==> config.mk <==
export PLATFORM = sky130hd
export DESIGN_NAME = alu_flag_decoder
export DESIGN_NICKNAME = d
export VERILOG_FILES = /design/src/rtl/alu_flag_decoder.sv
export SDC_FILE = /design/constraint.sdc
export NUM_CORES = 1
export LEC_CHECK = 0
export BUFFER_PORTS_ARGS = -buffer_cell sky130_fd_sc_hd__buf_2
export CAP_MARGIN = 20
export CORE_MARGIN = 2
export CORE_UTILIZATION = 48
export CTS_BUF_LIST = sky130_fd_sc_hd__clkbuf_8
export CTS_CLUSTER_DIAMETER = 100
export DETAILED_ROUTE_END_ITERATION = 10
export HOLD_SLACK_MARGIN = 0.02
export PLACE_DENSITY_LB_ADDON = 0.3
export SLEW_MARGIN = 25
export SYNTH_ARGS = -nofsm -noshare
export SYNTH_HDL_FRONTEND = slang
export SYNTH_SLANG_ARGS = --single-unit
==> constraint.sdc <==
create_clock -name clk -period 1.5 [get_ports clk]
set_clock_uncertainty 0.05 [all_clocks]
set_input_delay 0.225 -clock clk [delete_from_list [all_inputs] [get_ports clk]]
set_output_delay 0.225 -clock clk [all_outputs]
set_load 0.02 [all_outputs]
==> src/rtl/alu_flag_decoder.sv <==
// alu_flag_decoder
//   Receive-side decoder for the {zero_flag, data[1:0]} flag code stream.
//   Each code's zero flag is checked against its data bits. CODES codes are
//   packed MS-first into one registered word, which is presented on a
//   valid/ready stream together with per-word error and all-zero flags.
//   A saturating counter tallies inconsistent codes.
//
// Ports
//   clk        rising-edge clock
//   rst        synchronous, active-high reset
//   in_valid   in_code is valid
//   in_ready   decoder can accept in_code this cycle (combinational)
//   in_code    [2] zero flag, [1:0] data bits
//   out_valid  out_data/out_err/out_zero are valid
//   out_ready  downstream accepts the current word
//   out_data   packed word, first code received in the top 2 bits
//   out_err    at least one code in the word had an inconsistent flag
//   out_zero   every code in the word was 3'b100
//   err_count  saturating count of inconsistent codes accepted
//   clr_err    clear err_count (wins over a same-cycle increment)
module alu_flag_decoder #(
    parameter int unsigned CODES = 2,
    parameter int unsigned CNT_W = 8
) (
    input  logic                 clk,
    input  logic                 rst,
    input  logic                 in_valid,
    output logic                 in_ready,
    input  logic [2:0]           in_code,
    output logic                 out_valid,
    input  logic                 out_ready,
    output logic [2*CODES-1:0]   out_data,
    output logic                 out_err,
    output logic                 out_zero,
    output logic [CNT_W-1:0]     err_count,
    input  logic                 clr_err
);

    localparam int unsigned W     = 2 * CODES;
    localparam int unsigned IDX_W = (CODES > 1) ? $clog2(CODES) : 1;

    logic [W-1:0]     r_shift;
    logic [IDX_W-1:0] r_idx;
    logic             r_err_acc;
    logic             r_zero_acc;
    logic             r_out_valid;
    logic [W-1:0]     r_out_data;
    logic             r_out_err;
    logic             r_out_zero;
    logic [CNT_W-1:0] r_err_count;

    logic             w_in_ready;
    logic             w_accept;
    logic             w_incons;
    logic             w_last;
    logic [W-1:0]     w_shift;
    logic             w_err_next;
    logic             w_zero_next;

    // The only stall source is a held output word.
    assign w_in_ready  = !r_out_valid || out_ready;
    assign w_accept    = in_valid && w_in_ready;
    assign w_incons    = in_code[2] != ~|in_code[1:0];
    assign w_last      = (r_idx == IDX_W'(CODES - 1));
    // New code enters at the LSB end; the oldest bits fall off the top.
    assign w_shift     = (r_shift << 2) | W'(in_code[1:0]);
    assign w_err_next  = r_err_acc | w_incons;
    assign w_zero_next = r_zero_acc & (in_code == 3'b100);

    always_ff @(posedge clk) begin
        if (rst) begin
            r_shift     <= '0;
            r_idx       <= '0;
            r_err_acc   <= 1'b0;
            r_zero_acc  <= 1'b1;
            r_out_valid <= 1'b0;
            r_out_data  <= '0;
            r_out_err   <= 1'b0;
            r_out_zero  <= 1'b0;
        end else begin
            // Handshake retires the word; a completion below re-raises
            // valid in the same cycle for back-to-back words.
            if (r_out_valid && out_ready) begin
                r_out_valid <= 1'b0;
            end
            if (w_accept) begin
                if (w_last) begin
                    r_out_data  <= w_shift;
                    r_out_err   <= w_err_next;
                    r_out_zero  <= w_zero_next;
                    r_out_valid <= 1'b1;
                    r_shift     <= '0;
                    r_idx       <= '0;
                    r_err_acc   <= 1'b0;
                    r_zero_acc  <= 1'b1;
                end else begin
                    r_shift     <= w_shift;
                    r_idx       <= r_idx + 1'b1;
                    r_err_acc   <= w_err_next;
                    r_zero_acc  <= w_zero_next;
                end
            end
        end
    end

    always_ff @(posedge clk) begin
        if (rst || clr_err) begin
            r_err_count <= '0;
        end else if (w_accept && w_incons && (r_err_count != '1)) begin
            r_err_count <= r_err_count + 1'b1;
        end
    end

    assign in_ready  = w_in_ready;
    assign out_valid = r_out_valid;
    assign out_data  = r_out_data;
    assign out_err   = r_out_err;
    assign out_zero  = r_out_zero;
    assign err_count = r_err_count;

endmodule

-- After elaboration in Yosys (flattened, before gate mapping)
Cells that the tools add are included.
- flip-flop bits (word level): 20
- bits of input ports: 8
- output and inout port bits: 16
- word-level logic and storage cells: 34
- $add $sub $neg: 2
- equal/unequal tests: 3
- muxes and demuxes: 7
- bitwise gates (word level): 3
- reductions and logical operators: 10
- operators with widths (kind ; count):
    8-bit by 1-bit adder with 8-bit output, second input constant ; 1
    8-bit inequality test, second input constant ; 1
    1-bit two-way mux ; 6
    1-bit logical AND ; 4
    4-bit by 2-bit OR with 4-bit output ; 1
    3-bit == test, second input constant ; 1
    1-bit logical NOT ; 2
    1-bit logical OR ; 2
    2-bit two-way mux ; 1
    2-bit AND reduction ; 1
    2-bit OR reduction ; 1
    1-bit adder, second input constant ; 1
    1-bit AND ; 1
    1-bit inequality test ; 1
    1-bit OR ; 1

-- Longest topological paths before layout
Gate-level depths: netlist of run 1.
- word-level depth: 5
- mapped depth: 6
- depth with buffers taken out: 5

-- Least setup slack after synthesis of run 1
No wires, ideal clock.
- path kind: register -> register
- from: reg r_err_count[0], in the netlist err_count[0]
- to: reg r_err_count[7], in the netlist err_count[7]
- library setup time: 0.116 ns
- data arrival time: 1.481 ns
- slack: -0.147 ns
- stages on the path, launching flop included: 5
- buffers on the path: 0
- cell sequence: dfxtp_1 -> ha_1 -> and4_1 -> or4_1 -> o211a_1
- longest elaborated chain between the ends: 2
- RTL lines (item ; RTL line ; text):
    from (decl) ; 50 ; logic [CNT_W-1:0] r_err_count;
    from (signal assigned) ; 110 ; r_err_count <= r_err_count + 1'b1;
    branches (longest 2 deep; another with 8-bit by 1-bit adder with 8-bit output) ; n/a ;
Parallel ways; which one is timed is not known.
A chain may end at the register's enable or synchronous reset.

-- Worst setup path after layout of run 1
- from: reg r_err_count[1], in the netlist err_count[1]
- to: reg r_err_count[5], in the netlist err_count[5]
The elaborated chain is that of the path after synthesis.

==> results.md, run 1 <==
- The run finished, with violations left.
- The final reports fail on negative setup slack.
- The number of synthesis warnings is 0.
- The worst hold slack is about 200 ps.
- Summed over all failing endpoints, the final setup total negative slack is -93.0 ps.
- The nature of the critical path endpoint is a flip-flop.
- A synthesized cell averages around 8.8 µm².
- The class of the most critical setup path is reg2reg.
- Setup violations remaining at the end of the flow were counted as 5.
- The largest delay contributor family on the critical path is simple AND/OR/NAND/NOR gates.
- The slowest stage of the critical path belongs to the cell sky130_fd_sc_hd__or3_1.
- The reg2reg setup slack is -30 ps.
- Once routing completed, OpenROAD measured the worst setup slack at -33.1 ps.
- The core region is between 1500 and 2000 µm².
- Clock tree synthesis found a total of 20 sinks.
- The instance area after placement is about 1100 µm².
- Setup repair after global routing could not meet its margin everywhere.
- The instance count of the mapped netlist is just over 100.
- From synthesis to final layout, the design area changed by 33.5%.
- After global routing the overflow that remains totals 0.
- The count of buffers added on input and output ports is 23.
- The largest net degree at the start of global routing is 14.
- The floorplan step defined a die boundary enclosing approximately 2200 µm².
- The first global-routing pass estimated approximately 2900 µm of wire.
- The cell area after technology mapping is approximately 900 µm².
- Measured along the x axis, the die boundary spans approximately 47 µm.
- The path with the worst hold slack has its endpoint at err_count[7].
- The worst setup path is launched from a flip-flop.
- Clock-pin slew was measured on the worst setup and hold paths at about 80 ps.
- Sorting the synthesized cells by how often they occur yields 20 x sky130_fd_sc_hd__dfxtp_1, 16 x sky130_fd_sc_hd__nand2_1, 12 x sky130_fd_sc_hd__a21oi_1, 7 x sky130_fd_sc_hd__nor2_1, 6 x sky130_fd_sc_hd__nand3_1.
- Timing analysis after detailed placement gives a worst setup slack of -61.8 ps.
- The clock tree from TritonCTS is yes.
- The arrival time of the worst setup path is 1680 ps.
- Counting the buffers created by CTS gives 3.
- The number of cells traversed by the worst hold path is 3.
- The part of the cycle the worst path needs is 102%.
- The min-delay analysis places its worst path in the category in2reg.
- Yosys instantiated no cell more often than sky130_fd_sc_hd__dfxtp_1.
- The endpoint identified for the worst register-to-register timing path is err_count[5].
- The number of H-tree branching levels is 1.
- The longest clock path from root to sink contains 2 buffers.
- The number of antenna violations at the first check in global routing came to 0.
- The number of failing hold endpoints at the final stage is 0.
- At the end of routability-driven placement, the weighted congestion stood at around 0.81.
- The total iterations of the first detailed-routing run is 4.
- The post-route standard cell area excluding fillers is 1200 µm².
- The vias per cell is approximately 5.5.
- The highest cell delay on the worst timing path is 370 ps.
- The startpoint identified for the worst register-to-register timing path is err_count[1].
- The remaining routing DRC violations is 0.
- Walking the worst path, the cells encountered are ha_4, nand4_1, o2111ai_4, or3_1, a21oi_1.
- The cell type with the largest total area after synthesis is sky130_fd_sc_hd__dfxtp_1.
- By area the synthesized netlist is led by sky130_fd_sc_hd__dfxtp_1 45%, sky130_fd_sc_hd__a21oi_1 6.7%, sky130_fd_sc_hd__nand2_1 6.7%, sky130_fd_sc_hd__nand3_1 3.4%, sky130_fd_sc_hd__nor2_1 2.9%.
- The count of buffer and inverter cells on the critical path is 0.
- Buffers inserted to repair hold after CTS numbered 0.
- Data on the critical path is required at its endpoint by 1650 ps.
- The final max-slew violation count came to 0.
- Of the post-synthesis cell area, the dominant cell type holds 44.7%.
- Detailed routing inserted a total of 869 vias.
- The leakage power total is 0.491 nW.
- The max-capacitance violation count is 0.
- Counting every net in the synthesized netlist gives between 100 and 150.
- Once detail routing completed, the nets flagged for antenna violations numbered 0.
- After synthesis the netlist holds a flip-flop and latch count of 20.
- The HPWL after detailed placement is 1400 µm.
- The synthesized design contains 0 enable-type register cells.
- Among all flip-flop cells after synthesis, the most frequent one is sky130_fd_sc_hd__dfxtp_1.
- Measured against its own limit, the worst slew margin works out to between 80% and 90%.
- The first routing iteration left 15 violations.
- The floorplan has 15 rows.
- The latest clock arrival within the worst-skew pair is roughly 260 ps.
- For this run, the register share of the synthesized area comes to approximately 45%.
- The fraction of final layout cells with drive strength greater than 1 is 33.1%.
- The maximum fanout along the worst path is 5.
- In this run the vertical extent of the chip is 47.2 µm.
- 0 antenna diodes ended up in the layout.
- The number of global-route vias before repair was roughly 690.
- In this run the power density over the cells is between 1000 and 1500 nW/µm².
- The starting density of the core is 51.3%.
- Counting I/O delays and the setup requirement, the final critical path takes around 1500 ps.
- The transition time of the tightest slew-check pin is about 300 ps.
- Across every metal layer, demand over resource in global routing totals a little under a fifth.
- The startpoint of the most critical hold path is clr_err.
- The number of distinct library cells after synthesis is 28.
- The count of cells along the worst register-to-register path is 5.
- The maximum vdd drop is 0.739 mV.
- The maximum clock rate is 0.652 GHz.
- The I/O pin count is 24.
- The wire length reported by the detailed router is between 2000 and 2500 µm.
- Of all flip-flops after synthesis, the portion carrying an async set or reset was 0%.
- The root buffer cell chosen for the clock tree is sky130_fd_sc_hd__clkbuf_8.
- The detail-routed net length per standard cell is roughly 13 µm.
- The net count of the finished layout is roughly 140.
-- state kept, by name (all words and copies together), names as in the netlist --
register and cells:
out_valid 1, out_zero 1, err_count 8, out_data 4, out_err 1, r_zero_acc 1, r_err_acc 1, r_idx 1
r_shift 2
-- power by group --
group	switching (mW)	internal, mW	total (mW)
clock network	0.184	0.356	0.540
logic	0.0840	0.0618	0.146
registers	0.0143	0.549	0.563
total	0.282	0.967	1.25
-- cells by family after synthesis --
| family | count (synthesis) | share of synthesized area, % |
|---|---|---|
| and+or+nand+nor | 49 | 29.5 |
| adders and majority gates | 2 | 2.79 |
| buffers and inverters | 7 | 4.89 |
| muxes | 1 | 1.12 |
| AOI/OAI and AO/OA | 21 | 15.1 |
| DFF | 20 | 44.7 |
| xor gates and xnor gates | 2 | 1.96 |
-- final cells by class --
class	instances	area [µm²]
multi-input combinational	76	503
timing repair buffer	31	175
clock inverter	1	30.0
tap	25	31.3
fill	140	549
clock buffer	3	41.3
inverter	2	7.51
sequential	20	408
-- per-layer routing --
metal | vias up | wire length, µm | global-route usage [%]
li1 | 430 | - | -
met1 | 404 | 886 | 22.6
met2 | 29 | 1090 | 32.6
met3 | 6 | 92 | 3.46
met4 | 0 | 36 | 8.33
met5 | - | 0 | 0
-- worst max path at each step --
stage,from,end,slack (ps),cells past startpoint
2_1_floorplan,err_count[1],err_count[7],2,4
3_3_place_gp,in_code[0],err_count[7],-40,6
3_5_place_dp,in_code[0],err_count[7],-60,6
4_1_cts,err_count[1],err_count[7],3,4
5_1_grt,err_count[1],err_count[0],-70,5
6_report,err_count[1],err_count[5],-30,5
-- worst min-delay path: cells and delay by family --
kind / cells / cell delay (ps)
AO/OA/AOI/OAI: 1 / 120
AND/OR/NAND/NOR: 1 / 40
buffers and inverters: 1 / 80
-- cells in the final DEF, fill, tap and decap left out, types with 2 or more instances in the layout --
| cell type | count |
|---|---|
| sky130_fd_sc_hd__buf_2 | 23 |
| sky130_fd_sc_hd__dfxtp_1 | 18 |
| sky130_fd_sc_hd__nand2_1 | 16 |
| sky130_fd_sc_hd__a21oi_1 | 12 |
| sky130_fd_sc_hd__buf_4 | 8 |
| sky130_fd_sc_hd__nor2_1 | 7 |
| sky130_fd_sc_hd__nand3_1 | 6 |
| sky130_fd_sc_hd__o21ai_0 | 5 |
| sky130_fd_sc_hd__nor3_1 | 4 |
| sky130_fd_sc_hd__or3_1 | 4 |
| sky130_fd_sc_hd__and3_1 | 3 |
| sky130_fd_sc_hd__clkbuf_8 | 3 |
| sky130_fd_sc_hd__inv_1 | 2 |
| sky130_fd_sc_hd__o2111ai_4 | 2 |
| sky130_fd_sc_hd__nand4b_1 | 2 |
| sky130_fd_sc_hd__xor2_1 | 2 |
| sky130_fd_sc_hd__ha_4 | 2 |
| sky130_fd_sc_hd__dfxtp_4 | 2 |
-- stage by stage --
step | utilization, % | total power [mW] | std cells
final | 68.5 | 1.25 | 158
after floorplan | - | 0.668 | 102
after global placement | 62.5 | 0.705 | 152
after CTS | 66.6 | 1.24 | 156
after global routing | 68.5 | 1.29 | 158
after detailed placement | 62.5 | 0.709 | 152
-- repair_timing --
item / in CTS / in global routing
gates cloned: 0 / 1
resized for setup: 0 / 1
buffers inserted: 0 / 1
endpoints found under the setup margin: 1 / 7
pin swaps: 1 / 7
No activity file was read; power rests on OpenSTA's default activity.
==> run 2, diff against run 1 <==
--- a/config.mk
+++ b/config.mk
@@ -5,8 +5,10 @@
 export SDC_FILE = /design/constraint.sdc
 export NUM_CORES = 1
 export LEC_CHECK = 0
+export ABC_AREA = 1
 export BUFFER_PORTS_ARGS = -buffer_cell sky130_fd_sc_hd__buf_2
 export CAP_MARGIN = 20
+export CORE_ASPECT_RATIO = 1.5
 export CORE_MARGIN = 2
 export CORE_UTILIZATION = 48
 export CTS_BUF_LIST = sky130_fd_sc_hd__clkbuf_8
==> run 2 against run 1 <==
Against the previous run: the flow now finishes without violations; combinational power fell by 23%; largest power group unchanged; worst setup slack improved by 180 ps; register-to-register slack improved by 180 ps; die area rose by 5.2%; sequential share of layout area rose by 1.5 points; non-clock buffer count fell by 8; worst hold slack got worse by 2.0 ps; first-iteration DRC count did not move; global-route usage fell by 0.56 points; via count rose by 3.8%; synthesized cell count rose by 28%; sequential power barely moved.
==> results.md, run 2 <==
- The die outline width is approximately 40 µm.
- The vias per cell is between 5 and 6.
- The floorplan die area is about 2300 µm².
- The setup total negative slack is 0 ps.
- The post-CTS repair timing setup buffer count is 0.
- Measured against the total synthesized area, the mux share comes to 0%.
- The worst hold path was traced through 3 stages.
- The I/O pin count is 24.
- The cell type with the largest total area after synthesis is sky130_fd_sc_hd__dfxtp_1.
- The number of distinct library cells after synthesis is 23.
- The met1 wire length is 766 µm.
- For hold timing, the worst endpoint is out_data[1].
- After clock tree synthesis, the clock-pin slew on the worst setup and hold paths is 70 ps.
- Setup repair after global routing left no endpoint under its margin.
- The count of nets after finishing is ~170.
- Of all nets on the critical path, the largest fanout is 11.
- The register cell area after layout is roughly 400 µm².
- The highest layer touched by signal routing is met4.
- The count of inserted antenna diode cells is 0.
- The flip-flop count of the largest register, all copies and words added is 8.
- In the detailed route, the total length drawn on met2 is 1070 µm.
- The routed layout has between 900 and 1000 vias.
- By area, the combinational part of the netlist is dominated by simple AND/OR/NAND/NOR gates.
- The post-detailed-placement half-perimeter wirelength is 1460 µm.
- Yosys attributes the largest share of cell area to sky130_fd_sc_hd__dfxtp_1 42%, sky130_fd_sc_hd__nand2_1 13%, sky130_fd_sc_hd__a21oi_1 7.4%, sky130_fd_sc_hd__nor2_1 6.0%, sky130_fd_sc_hd__nand3_1 4.8%.
- STA classifies the critical path endpoint as a flip-flop.
- Setup violations remaining at the end of the flow were counted as 0.
- The chip height is 58.3 µm.
- For the worst flop-to-flop path, the logic depth is 7.
- The largest net degree at the start of global routing is 12.
- The number of I/O port buffers is 23.
- The number of global-route vias before repair came to about 750.
- The analysis attributes to cell leakage a power of around 0.52 nW.
- In this run the number of H-tree levels came out at 1.
- The worst setup path is of the reg2reg kind.
- The final max-slew violation count is 0.
- After synthesis the netlist holds a flip-flop and latch count of 20.
- Dividing the detail-routed wire length by the instance count gives 11.0 µm.
- The post-synthesis xor/xnor area fraction is less than 1%.
- Ranked by instance count, the synthesized netlist is headed by 33 x sky130_fd_sc_hd__nand2_1, 20 x sky130_fd_sc_hd__dfxtp_1, 15 x sky130_fd_sc_hd__nor2_1, 14 x sky130_fd_sc_hd__a21oi_1, 12 x sky130_fd_sc_hd__inv_1.
- The clock tree buffer depth is 2.
- The final estimated routing congestion in global placement is about 0.87.
- The number of failing hold endpoints at the final stage came to 0.
- The cell area after technology mapping is ~940 µm².
- The worst hold slack is 195 ps.
- Counting flops with an async set or reset pin after synthesis yields a share of 0%.
- The flow ran to the end, and the final reports show no timing, DRC or antenna violations.
- The number of clock buffers inserted by TritonCTS is 3.
- The area growth from synthesis to layout is 19.9%.
- The area fraction in and, or, nand and nor cells after synthesis is 34.2%.
- Leaving out fill and tap cells, the most frequent cell in the layout is sky130_fd_sc_hd__nand2_1.
- Across all register-to-register paths, the minimum setup slack is approximately 150 ps.
- The post-route standard cell area excluding fillers is roughly 1100 µm².
- The worst min-delay path category is in2reg.
- Across the VDD grid, the largest voltage drop is 0.563 mV.
- The most instantiated flip-flop cell in the synthesis netlist is sky130_fd_sc_hd__dfxtp_1.
- The required arrival time at the worst endpoint is between 1500 and 2000 ps.
- The worst max-slew margin expressed relative to the limit is between 80% and 90%.
- The number of routed nets with antenna violations is 0.
- In this run the most critical hold path is launched from in_code[1].
- The wire length of the first global-routing pass is around 3000 µm.
- The compound-gate portion of the synthesized area is 11.7%.
- The site row count is 19.
- The region available for standard cell placement spans around 1900 µm².
- The arrival time of the worst setup path is 1490 ps.
- The power density over the cells is 947 nW/µm².
- Wires add up to a little under 2000 µm.
- The post-route minimum period is 1350 ps.
- Summing all placed instances gives a cell area of between 1000 and 1500 µm².
- STA classifies the critical path startpoint as a flip-flop.
- The part of the cycle the worst path needs is 90.3%.
- In the final layout, the multi-input gates occupy approximately 470 µm².
- In the layout the commonest cells are 33 x sky130_fd_sc_hd__nand2_1, 23 x sky130_fd_sc_hd__buf_2, 18 x sky130_fd_sc_hd__dfxtp_1.
- The average cell area after synthesis is 7.20 µm².
- The max-capacitance violation count is 0.
- The fill cell total of the finished layout is 168.
- Static timing analysis puts the maximum clock frequency at around 0.74 GHz.
- In the global route stage, overall resource usage came out at ~18%.
- The later pin in the worst-skew pair is clocked with a latency of 250 ps.
- For this run the aggregate overflow at the end of global routing stands at 0.
- By instance count, the leading cell after synthesis is sky130_fd_sc_hd__nand2_1.
- The root cell of the clock tree is sky130_fd_sc_hd__clkbuf_8.
- Sequential cells were found to cover around 42% of the synthesized design area.
- CTS saw 20 sinks.
- The startpoint of the most critical register-to-register path is err_count[1].
- Summed over its instances, the top area cell type makes up a little over two fifths of the synthesized netlist area.
- When the netlist entered floorplanning its net count stood at around 140.
- The adder-cell area share of the yosys netlist is about 2.7%.
- For the pin with the worst max-slew slack, the measured transition is 267 ps.
- Synthesis produced 131 cells.
- The completed layout was analyzed and its total power is around 1.1 mW.
- In the final layout, the share of cells above drive strength 1 is between 20% and 30%.
- The number of flops mapped to enable cells by yosys is 0.
- The routed design uses a little over 80 µm of met3 wire.
- The remaining routing DRC violations is 0.
- The end of the worst register-to-register path is err_count[0].
- TritonCTS built the clock tree.
- The number of synthesis warnings is 0.
- The number of antenna violations at the first check in global routing is 0.
- The starting density of the core is between 50% and 60%.
- The total iterations of the first detailed-routing run is 4.
- The number of violations reported at the end of detailed-routing iteration 0 is 15.
- Cells fill 61.0% of the core in the end.
-- run 2: changes by cell type in the layout (fill, tap and decap cells not counted), moves of 3 or more --
| cell | before | now |
|---|---|---|
| sky130_fd_sc_hd__buf_4 | 8 | 0 |
| sky130_fd_sc_hd__inv_1 | 2 | 12 |
| sky130_fd_sc_hd__or3_1 | 4 | 0 |
| sky130_fd_sc_hd__nand2_1 | 16 | 33 |
| sky130_fd_sc_hd__nor2_1 | 7 | 15 |
| sky130_fd_sc_hd__and3_1 | 3 | 0 |
| sky130_fd_sc_hd__nand2_2 | 0 | 3 |
| sky130_fd_sc_hd__nor3_1 | 4 | 1 |
| sky130_fd_sc_hd__nand3_1 | 6 | 9 |
| sky130_fd_sc_hd__nor2_2 | 0 | 3 |
-- run 2: layer usage --
layer  up-vias  GRT usage (%)
li1        465              -
met1       410           18.2
met2        22           35.0
met3         5           2.26
met4         0           7.14
met5         -              0
-- run 2: cell type report --
type                    instances  area share [%]
multi-input cells              93            41.7
flip-flops and latches         20            35.6
repair buffers                 23            10.2
inverters                      16            5.31
clock buffers                   4            4.87
well taps                      21            2.32
-- run 2: worst max path at each step --
stage / startpoint / to / slack (ps)
after floorplan: err_count[1] / err_count[5] / 80
after global placement: in_code[0] / err_count[0] / 120
after detailed placement: in_code[1] / err_count[0] / 30
after CTS: err_count[1] / err_count[0] / 70
after global routing: err_count[1] / err_count[2] / 30
final: err_count[1] / err_count[0] / 150
-- run 2: cells by family (layout without fill, tap and decap cells) --
group                      Yosys count  in the layout
AOI/OAI and AO/OA                   21             21
xor gates and xnor gates             1              1
adders and majority gates            2              2
buffers and inverters               18             43
DFF                                 20             20
and+or+nand+nor                     69             69
-- run 2: power by group --
group          switching [mW]  leakage [nW]  internal, mW
clock                   0.167        0.0288         0.233
combinational          0.0736         0.331        0.0382
sequential            0.00971         0.164         0.550
-- run 2: worst max-delay path, cell delays in order (launching register included) --
cell and delay, ps:
sky130_fd_sc_hd__dfxtp_2 370, sky130_fd_sc_hd__ha_1 200, sky130_fd_sc_hd__inv_1 80, sky130_fd_sc_hd__nor2_2 180, sky130_fd_sc_hd__nand2_4 120, sky130_fd_sc_hd__nand2_1 120, sky130_fd_sc_hd__o21ai_0 80, sky130_fd_sc_hd__nor2_1 100
-- run 2: what timing repair did --
item	in CTS	in global routing
setup endpoints to repair	0	5
hold buffers	0	0
gates resized for setup	0	3
-- run 2: stage by stage --
stage,setup WS [ps],std cells
floorplan,75.9,131
detailed placement,31.3,173
global placement,118,173
global route,33.9,177
CTS,65.6,177
finish,145,177
